<file path="src/rtl/bicubic_dsp_add_ctrl_if.sv">
`default_nettype none
// +----------------------------------------------------------------------------+
// | Module      : bicubic_dsp_add_ctrl_if                                      |
// | Description : Operand/result handshake bundle between the bicubic DSP      |
// |               adder-array sequencer and its upstream/downstream neighbours.|
// |               Upstream side (s_*): s_valid, s_last in; s_ready out.        |
// |               Downstream side (m_*): m_valid, m_last out; m_ready in.      |
// |               Modport slave  : controller view (bicubic_dsp_add_ctrl).     |
// |               Modport master : environment view (source + sink).           |
// | Revision    : 1.0 - initial release                                        |
// +----------------------------------------------------------------------------+
interface bicubic_dsp_add_ctrl_if;
   logic s_valid;
   logic s_ready;
   logic s_last;
   logic m_valid;
   logic m_ready;
   logic m_last;

   modport slave (
      input  s_valid,
      input  s_last,
      output s_ready,
      output m_valid,
      output m_last,
      input  m_ready
   );

   modport master (
      output s_valid,
      output s_last,
      input  s_ready,
      input  m_valid,
      input  m_last,
      output m_ready
   );
endinterface
`default_nettype wire

</file>
<file path="src/rtl/bicubic_dsp_add_ctrl.sv">
`default_nettype none
// +----------------------------------------------------------------------------+
// | Module      : bicubic_dsp_add_ctrl                                         |
// | Description : Sequencer for the bicubic Nx DSP 8-input adder array. Owns   |
// |               the array clock-enable and DSP reset, tracks beat-valid and  |
// |               frame-last through the fixed DSP latency, and freezes the    |
// |               whole array on downstream backpressure.                      |
// | Ports       : clk        - core clock, rising edge                         |
// |               aresetn    - synchronous active-low reset                    |
// |               bus        - handshake bundle (slave modport)                |
// |               dsp_clken  - adder array clock enable                        |
// |               dsp_reset  - adder array register clear                      |
// |               busy       - not in RUN, or any beat in flight               |
// |               stat_beats / stat_stalls - present only when the macro       |
// |               BICUBIC_DSP_CTRL_STAT_EN is defined                          |
// | Parameters  : DSP_LATENCY (>=1), INIT_CYCLES (>=1)                         |
// | Revision    : 1.0 - initial release                                        |
// +----------------------------------------------------------------------------+
module bicubic_dsp_add_ctrl #(
   parameter int DSP_LATENCY = 4,
   parameter int INIT_CYCLES = 3
) (
   input  wire                    clk,
   input  wire                    aresetn,
   bicubic_dsp_add_ctrl_if.slave  bus,
   output logic                   dsp_clken,
   output logic                   dsp_reset,
   output logic                   busy
`ifdef BICUBIC_DSP_CTRL_STAT_EN
   ,
   output logic [31:0]            stat_beats,
   output logic [31:0]            stat_stalls
`endif
);

   localparam int CNT_W = (INIT_CYCLES > 1) ? $clog2(INIT_CYCLES) : 1;
   localparam logic [CNT_W-1:0] C_CNT_LAST = CNT_W'(INIT_CYCLES - 1);

   typedef enum logic [1:0] {
      ST_INIT  = 2'd0,
      ST_RUN   = 2'd1,
      ST_FLUSH = 2'd2
   } state_t;

   state_t                  state;
   state_t                  state_nxt;
   logic [CNT_W-1:0]        cnt;
   logic [CNT_W-1:0]        cnt_nxt;
   logic [DSP_LATENCY-1:0]  vld;
   logic [DSP_LATENCY-1:0]  lst;
   logic [DSP_LATENCY-1:0]  vld_shift;
   logic [DSP_LATENCY-1:0]  lst_shift;
   logic                    stall;
   logic                    s_ready_int;
   logic                    accept;
   logic                    out_xfer;

   // Result side is read straight from the last pipeline stage so that it
   // holds automatically whenever clken is low.
   assign bus.m_valid = vld[DSP_LATENCY-1];
   assign bus.m_last  = lst[DSP_LATENCY-1];
   assign bus.s_ready = s_ready_int;

   assign stall    = bus.m_valid & ~bus.m_ready;
   assign accept   = bus.s_valid & s_ready_int;
   assign out_xfer = bus.m_valid & bus.m_ready;
   assign busy     = (state != ST_RUN) | (|vld);

   // Next-state and control outputs
   always_comb begin
      state_nxt   = state;
      cnt_nxt     = cnt;
      dsp_clken   = 1'b1;
      dsp_reset   = 1'b0;
      s_ready_int = 1'b0;
      case (state)
         ST_INIT: begin
            dsp_reset = 1'b1;
            if (cnt == C_CNT_LAST) begin
               state_nxt = ST_RUN;
               cnt_nxt   = '0;
            end else begin
               cnt_nxt = cnt + CNT_W'(1);
            end
         end
         ST_RUN: begin
            // s_ready follows m_ready combinationally so a stalled array
            // never captures a new operand.
            dsp_clken   = ~stall;
            s_ready_int = ~stall;
            if (bus.s_valid & ~stall & bus.s_last) begin
               state_nxt = ST_FLUSH;
            end
         end
         ST_FLUSH: begin
            dsp_clken = ~stall;
            if (out_xfer & bus.m_last) begin
               state_nxt = ST_INIT;
               cnt_nxt   = '0;
            end
         end
         default: begin
            state_nxt = ST_INIT;
            cnt_nxt   = '0;
         end
      endcase
   end

   // Shifted pipeline image; outside RUN accept is 0 so bubbles enter stage 0.
   always_comb begin
      vld_shift    = '0;
      lst_shift    = '0;
      vld_shift[0] = accept;
      lst_shift[0] = accept & bus.s_last;
      for (int i = 1; i < DSP_LATENCY; i++) begin
         vld_shift[i] = vld[i-1];
         lst_shift[i] = lst[i-1];
      end
   end

   always_ff @(posedge clk) begin
      if (!aresetn) begin
         state <= ST_INIT;
         cnt   <= '0;
         vld   <= '0;
         lst   <= '0;
      end else begin
         state <= state_nxt;
         cnt   <= cnt_nxt;
         if (dsp_clken) begin
            vld <= vld_shift;
            lst <= lst_shift;
         end
      end
   end

`ifdef BICUBIC_DSP_CTRL_STAT_EN
   // Running statistics; wrap naturally and survive frame boundaries.
   always_ff @(posedge clk) begin
      if (!aresetn) begin
         stat_beats  <= '0;
         stat_stalls <= '0;
      end else begin
         if (out_xfer) begin
            stat_beats <= stat_beats + 32'd1;
         end
         if (stall) begin
            stat_stalls <= stat_stalls + 32'd1;
         end
      end
   end
`endif

endmodule
`default_nettype wire

</file>
<file path="src/flat_wrapper.sv">
// flat-port wrapper written by rule: the top's interface ports become plain ports
module bicubic_dsp_add_ctrl_flat 
#(
   parameter int DSP_LATENCY = 4,
   parameter int INIT_CYCLES = 3
)
  (clk, aresetn, dsp_clken, dsp_reset, busy, bus_s_valid, bus_s_last, bus_s_ready, bus_m_valid, bus_m_last, bus_m_ready);
  bicubic_dsp_add_ctrl_if bus_i ();
  input  wire clk;
  input  wire aresetn;
  output logic dsp_clken;
  output logic dsp_reset;
  output logic busy;
  input wire logic [$bits(bus_i.s_valid)-1:0] bus_s_valid;
  input wire logic [$bits(bus_i.s_last)-1:0] bus_s_last;
  output wire logic [$bits(bus_i.s_ready)-1:0] bus_s_ready;
  output wire logic [$bits(bus_i.m_valid)-1:0] bus_m_valid;
  output wire logic [$bits(bus_i.m_last)-1:0] bus_m_last;
  input wire logic [$bits(bus_i.m_ready)-1:0] bus_m_ready;
  assign bus_i.s_valid = bus_s_valid;
  assign bus_i.s_last = bus_s_last;
  assign bus_s_ready = bus_i.s_ready;
  assign bus_m_valid = bus_i.m_valid;
  assign bus_m_last = bus_i.m_last;
  assign bus_i.m_ready = bus_m_ready;
  bicubic_dsp_add_ctrl #(.DSP_LATENCY(DSP_LATENCY), .INIT_CYCLES(INIT_CYCLES)) u_core (.clk(clk), .aresetn(aresetn), .bus(bus_i), .dsp_clken(dsp_clken), .dsp_reset(dsp_reset), .busy(busy));
endmodule
</file>
<file path="config.mk">
export PLATFORM = sky130hd
export DESIGN_NAME = bicubic_dsp_add_ctrl_flat
export DESIGN_NICKNAME = d
export VERILOG_FILES = /design/src/rtl/bicubic_dsp_add_ctrl_if.sv /design/src/rtl/bicubic_dsp_add_ctrl.sv /design/src/flat_wrapper.sv
export SDC_FILE = /design/constraint.sdc
export NUM_CORES = 1
export LEC_CHECK = 0
export CAP_MARGIN = 20
export CORE_AREA = 4 4 41 43
export CTS_BUF_LIST = sky130_fd_sc_hd__clkbuf_4 sky130_fd_sc_hd__clkbuf_8
export DETAILED_ROUTE_END_ITERATION = 16
export DIE_AREA = 0 0 45 47
export PLACE_DENSITY = 0.74
export SKIP_LAST_GASP = 1
export SYNTH_ARGS = -nofsm -noshare
export SYNTH_HDL_FRONTEND = slang
export SYNTH_SLANG_ARGS = --single-unit
export TNS_END_PERCENT = 20
</file>
<file path="constraint.sdc">
create_clock -name clk -period 1.5 [get_ports clk]
set_input_delay 0.225 -clock clk [delete_from_list [all_inputs] [get_ports clk]]
set_output_delay 0.225 -clock clk [all_outputs]
set_load 0.1 [all_outputs]
</file>
==> results.py <==
metrics = {
    "hold_path": {
        "hold_path_depth": 2,
        "min_path_type": "register to register",
    },
    "global_routing": {
        "grt_pass1_vias": 518,
        "overflow": 0,
        "grt_max_degree": 11,
        "grt_pass1_wl_um": 2283,
        "grt_use_total": 0.1534,
        "antenna_found_initial": 0,
    },
    "setup_path": {
        "critPathRequiredTime_ps": 1270,
        "reg2reg_from": "u_core.state[1]$_SDFFE_PN0P_",
        "setup.worst_path.start_class": "register",
        "crit_path_start": "u_core.state[1]$_SDFFE_PN0P_",
        "endpoint": "busy",
        "arrival_ps": 1520,
        "worst-setup-path-type": "register to output port",
        "r2r_cells": 10,
        "endpoint_kind": "output port",
        "r2r-end": "u_core.lst[1]$_SDFFE_PN0P_",
        "crit_fanout": 2,
        "reg2reg_setup_slack_ps": -100,
    },
    "cts": {
        "cts.clk_slew.worst_paths_ps": 70,
        "ctsHtreeMaxLevel": 1,
        "cts.path.max_buffers": 2,
        "clock-root-buffer": "clkbuf_4",
        "cts_made_buffers": 3,
        "clock-sinks": 12,
        "cts_tree": "yes",
        "clock_latency_ps": 270,
    },
    "sta": {
        "hold_violations": 0,
        "fmax_mhz": 574.4,
        "period_share": 1.161,
        "setup_viol": 5,
        "maxSlewViolCount": 0,
        "rsz0062_at_grt": "yes",
        "setup_ws_ps": -241.0,
        "skew_ps": 0.6842,
        "tightestPinTransition_ps": 289.8,
        "slew_headroom": 0.8056,
        "final.setup.tns_ps": -612.9,
        "fin_crit_ps": 1741,
    },
    "flow_run": {
        "cap_violations": 0,
    },
    "placement": {
        "placed_area_um2": 832.0,
        "routabilityCongestion": 0.7322,
        "port_buffers": 10,
        "dp_cells": 97,
        "dp_hpwl_um": 1026,
        "dp_slack_ps": -40.21,
    },
    "status": {
        "status": "finished with violations",
        "violations": "setup timing",
    },
    "logic_synthesis": {
        "synth_nets": 74,
        "yosys_register_bits": 12,
        "synthFlopType": "dfxtp_1",
        "syn-cell-area_um2": 593.1,
        "synth-async-reset-ratio": 0,
        "synth_seq_area_share": 0.4051,
        "ys_warn_count": 0,
        "synth_edf_count": 0,
        "postSynthCellCount": 66,
        "postSynthAreaPerCell_um2": 8.986,
        "synth_cell_types": 24,
    },
    "floorplan": {
        "coreArea_mm2": 0.001301,
        "placement_rows": 13,
        "io_pins": 11,
        "start_util": 0.4558,
        "die-area_mm2": 0.002115,
        "die_h_um": 47,
        "fp.dieW_um": 45,
    },
    "detailed_routing": {
        "vias": 534,
        "ant_nets": 0,
        "wl_um": 1405,
        "viasPerCell": 4.944,
        "dr.pass1.iters": 4,
        "route.detailed.drc": 0,
        "wl_per_cell_um": 13.01,
        "drt-initial-drc-count": 12,
    },
    "pwr": {
        "peakVddDrop_v": 0.001350,
        "power-per-cell-area_mw_per_mm2": 1711,
        "power.total_w": 0.001638,
        "p_leak_nw": 0.3845,
    },
    "cells_and_area": {
        "drive_above_1_share": 0.4624,
        "diodes": 0,
        "finalNetCount": 102,
        "fin_cells": 108,
        "design_area_um2": 957.2,
        "area_delta_synth_final_pct": 61.39,
    },
}
-- timing repair --
| item | in CTS | in global routing |
|---|---|---|
| pin swaps | 1 | 1 |
| hold buffers | 0 | 0 |
| setup buffers | 1 | 6 |
| resized for setup | 6 | 4 |
| setup endpoints to repair | 4 | 13 |
| endpoints found under the hold margin | 0 | 0 |
-- placed cells by master (no fill, tap or decap), types with 2 or more instances in the layout --
cell type and instances:
a21oi_1 6, clkdlybuf4s50_1 4, buf_12 6, dfxtp_4 2
nor2_1 5, nand3_1 2, clkbuf_4 3, ha_4 2
mux2i_1 3, buf_4 13, nand2b_1 2, nand2_1 13
dfxtp_2 2, a21oi_2 2, dfxtp_1 8
-- cell type report --
type | count | area (um^2)
Inverter | 5 | 33.78
Tap cell | 15 | 18.77
Multi-Input combinational cell | 48 | 349.1
Clock buffer | 4 | 36.28
Sequential cell | 12 | 250.2
Timing Repair Buffer | 24 | 269.0
Fill cell | 96 | 344.1
-- cell usage after synthesis (2+ instances only) --
master / instances / share of area
a21oi_2: 2 / 0.030
inv_1: 3 / 0.019
mux2i_1: 3 / 0.051
nand2_1: 13 / 0.082
dfxtp_1: 12 / 0.41
nand3_1: 2 / 0.017
nand2b_1: 2 / 0.021
a21oi_1: 6 / 0.051
ha_1: 3 / 0.063
nor2_1: 6 / 0.038
-- worst min path at each step --
stage,start,end
floorplan,aresetn,u_core.vld[3]$_SDFFE_PN0P_
global placement,u_core.lst[2]$_SDFFE_PN0P_,u_core.lst[3]$_SDFFE_PN0P_
detailed placement,u_core.lst[2]$_SDFFE_PN0P_,u_core.lst[3]$_SDFFE_PN0P_
CTS,u_core.lst[2]$_SDFFE_PN0P_,u_core.lst[3]$_SDFFE_PN0P_
global route,u_core.lst[2]$_SDFFE_PN0P_,u_core.lst[3]$_SDFFE_PN0P_
finish,u_core.lst[2]$_SDFFE_PN0P_,u_core.lst[3]$_SDFFE_PN0P_
-- flip-flops by register name (all words and copies together) (netlist names) --
| name | count |
|---|---|
| u_core.cnt | 2 |
| u_core.lst | 4 |
| u_core.vld | 4 |
| u_core.state | 2 |
-- per-layer routing --
| metal | GRT usage | wire [um] | vias up |
|---|---|---|---|
| met4 | 0.09357 | 37 | 0 |
| met5 | 0 | 0 | - |
| met3 | 0.03831 | 77 | 5 |
| met1 | 0.1921 | 645 | 239 |
| met2 | 0.2373 | 645 | 18 |
| li1 | - | - | 272 |
-- cells by family after synthesis --
kind of cell	Yosys count	share of synthesized area
AO/OA/AOI/OAI	13	0.1772
flip-flops	12	0.4051
buffers and inverters	6	0.05907
adder cells (fa/ha/maj)	3	0.06330
multiplexers	3	0.05063
AND/OR/NAND/NOR	29	0.2447
-- report_power, final --
part | switching (W) | total, W | internal (W) | leakage, nW
combinational | 0.000548 | 0.000972 | 0.000424 | 0.264
clock | 0.000107 | 0.000255 | 0.000148 | 0.0210
sequential | 0.0000410 | 0.000411 | 0.000370 | 0.0999
total | 0.000696 | 0.00164 | 0.000941 | 0.385
-- metrics by stage --
| stage | hold slack, ps | utilization |
|---|---|---|
| 2_1_floorplan | 341.8 | - |
| 3_3_place_gp | 435.3 | 0.6394 |
| 3_5_place_dp | 441.6 | 0.6394 |
| 4_1_cts | 452.4 | 0.6942 |
| 5_1_grt | 470.8 | 0.7356 |
| 6_report | 451.7 | 0.7356 |
-- worst max-delay path, cell delays in order, from the launching register on --
cell,delay (ps)
dfxtp_2,330
inv_2,60
ha_4,120
inv_1,50
or4b_4,500
buf_12,180
Power figures use the tool's default switching activity.
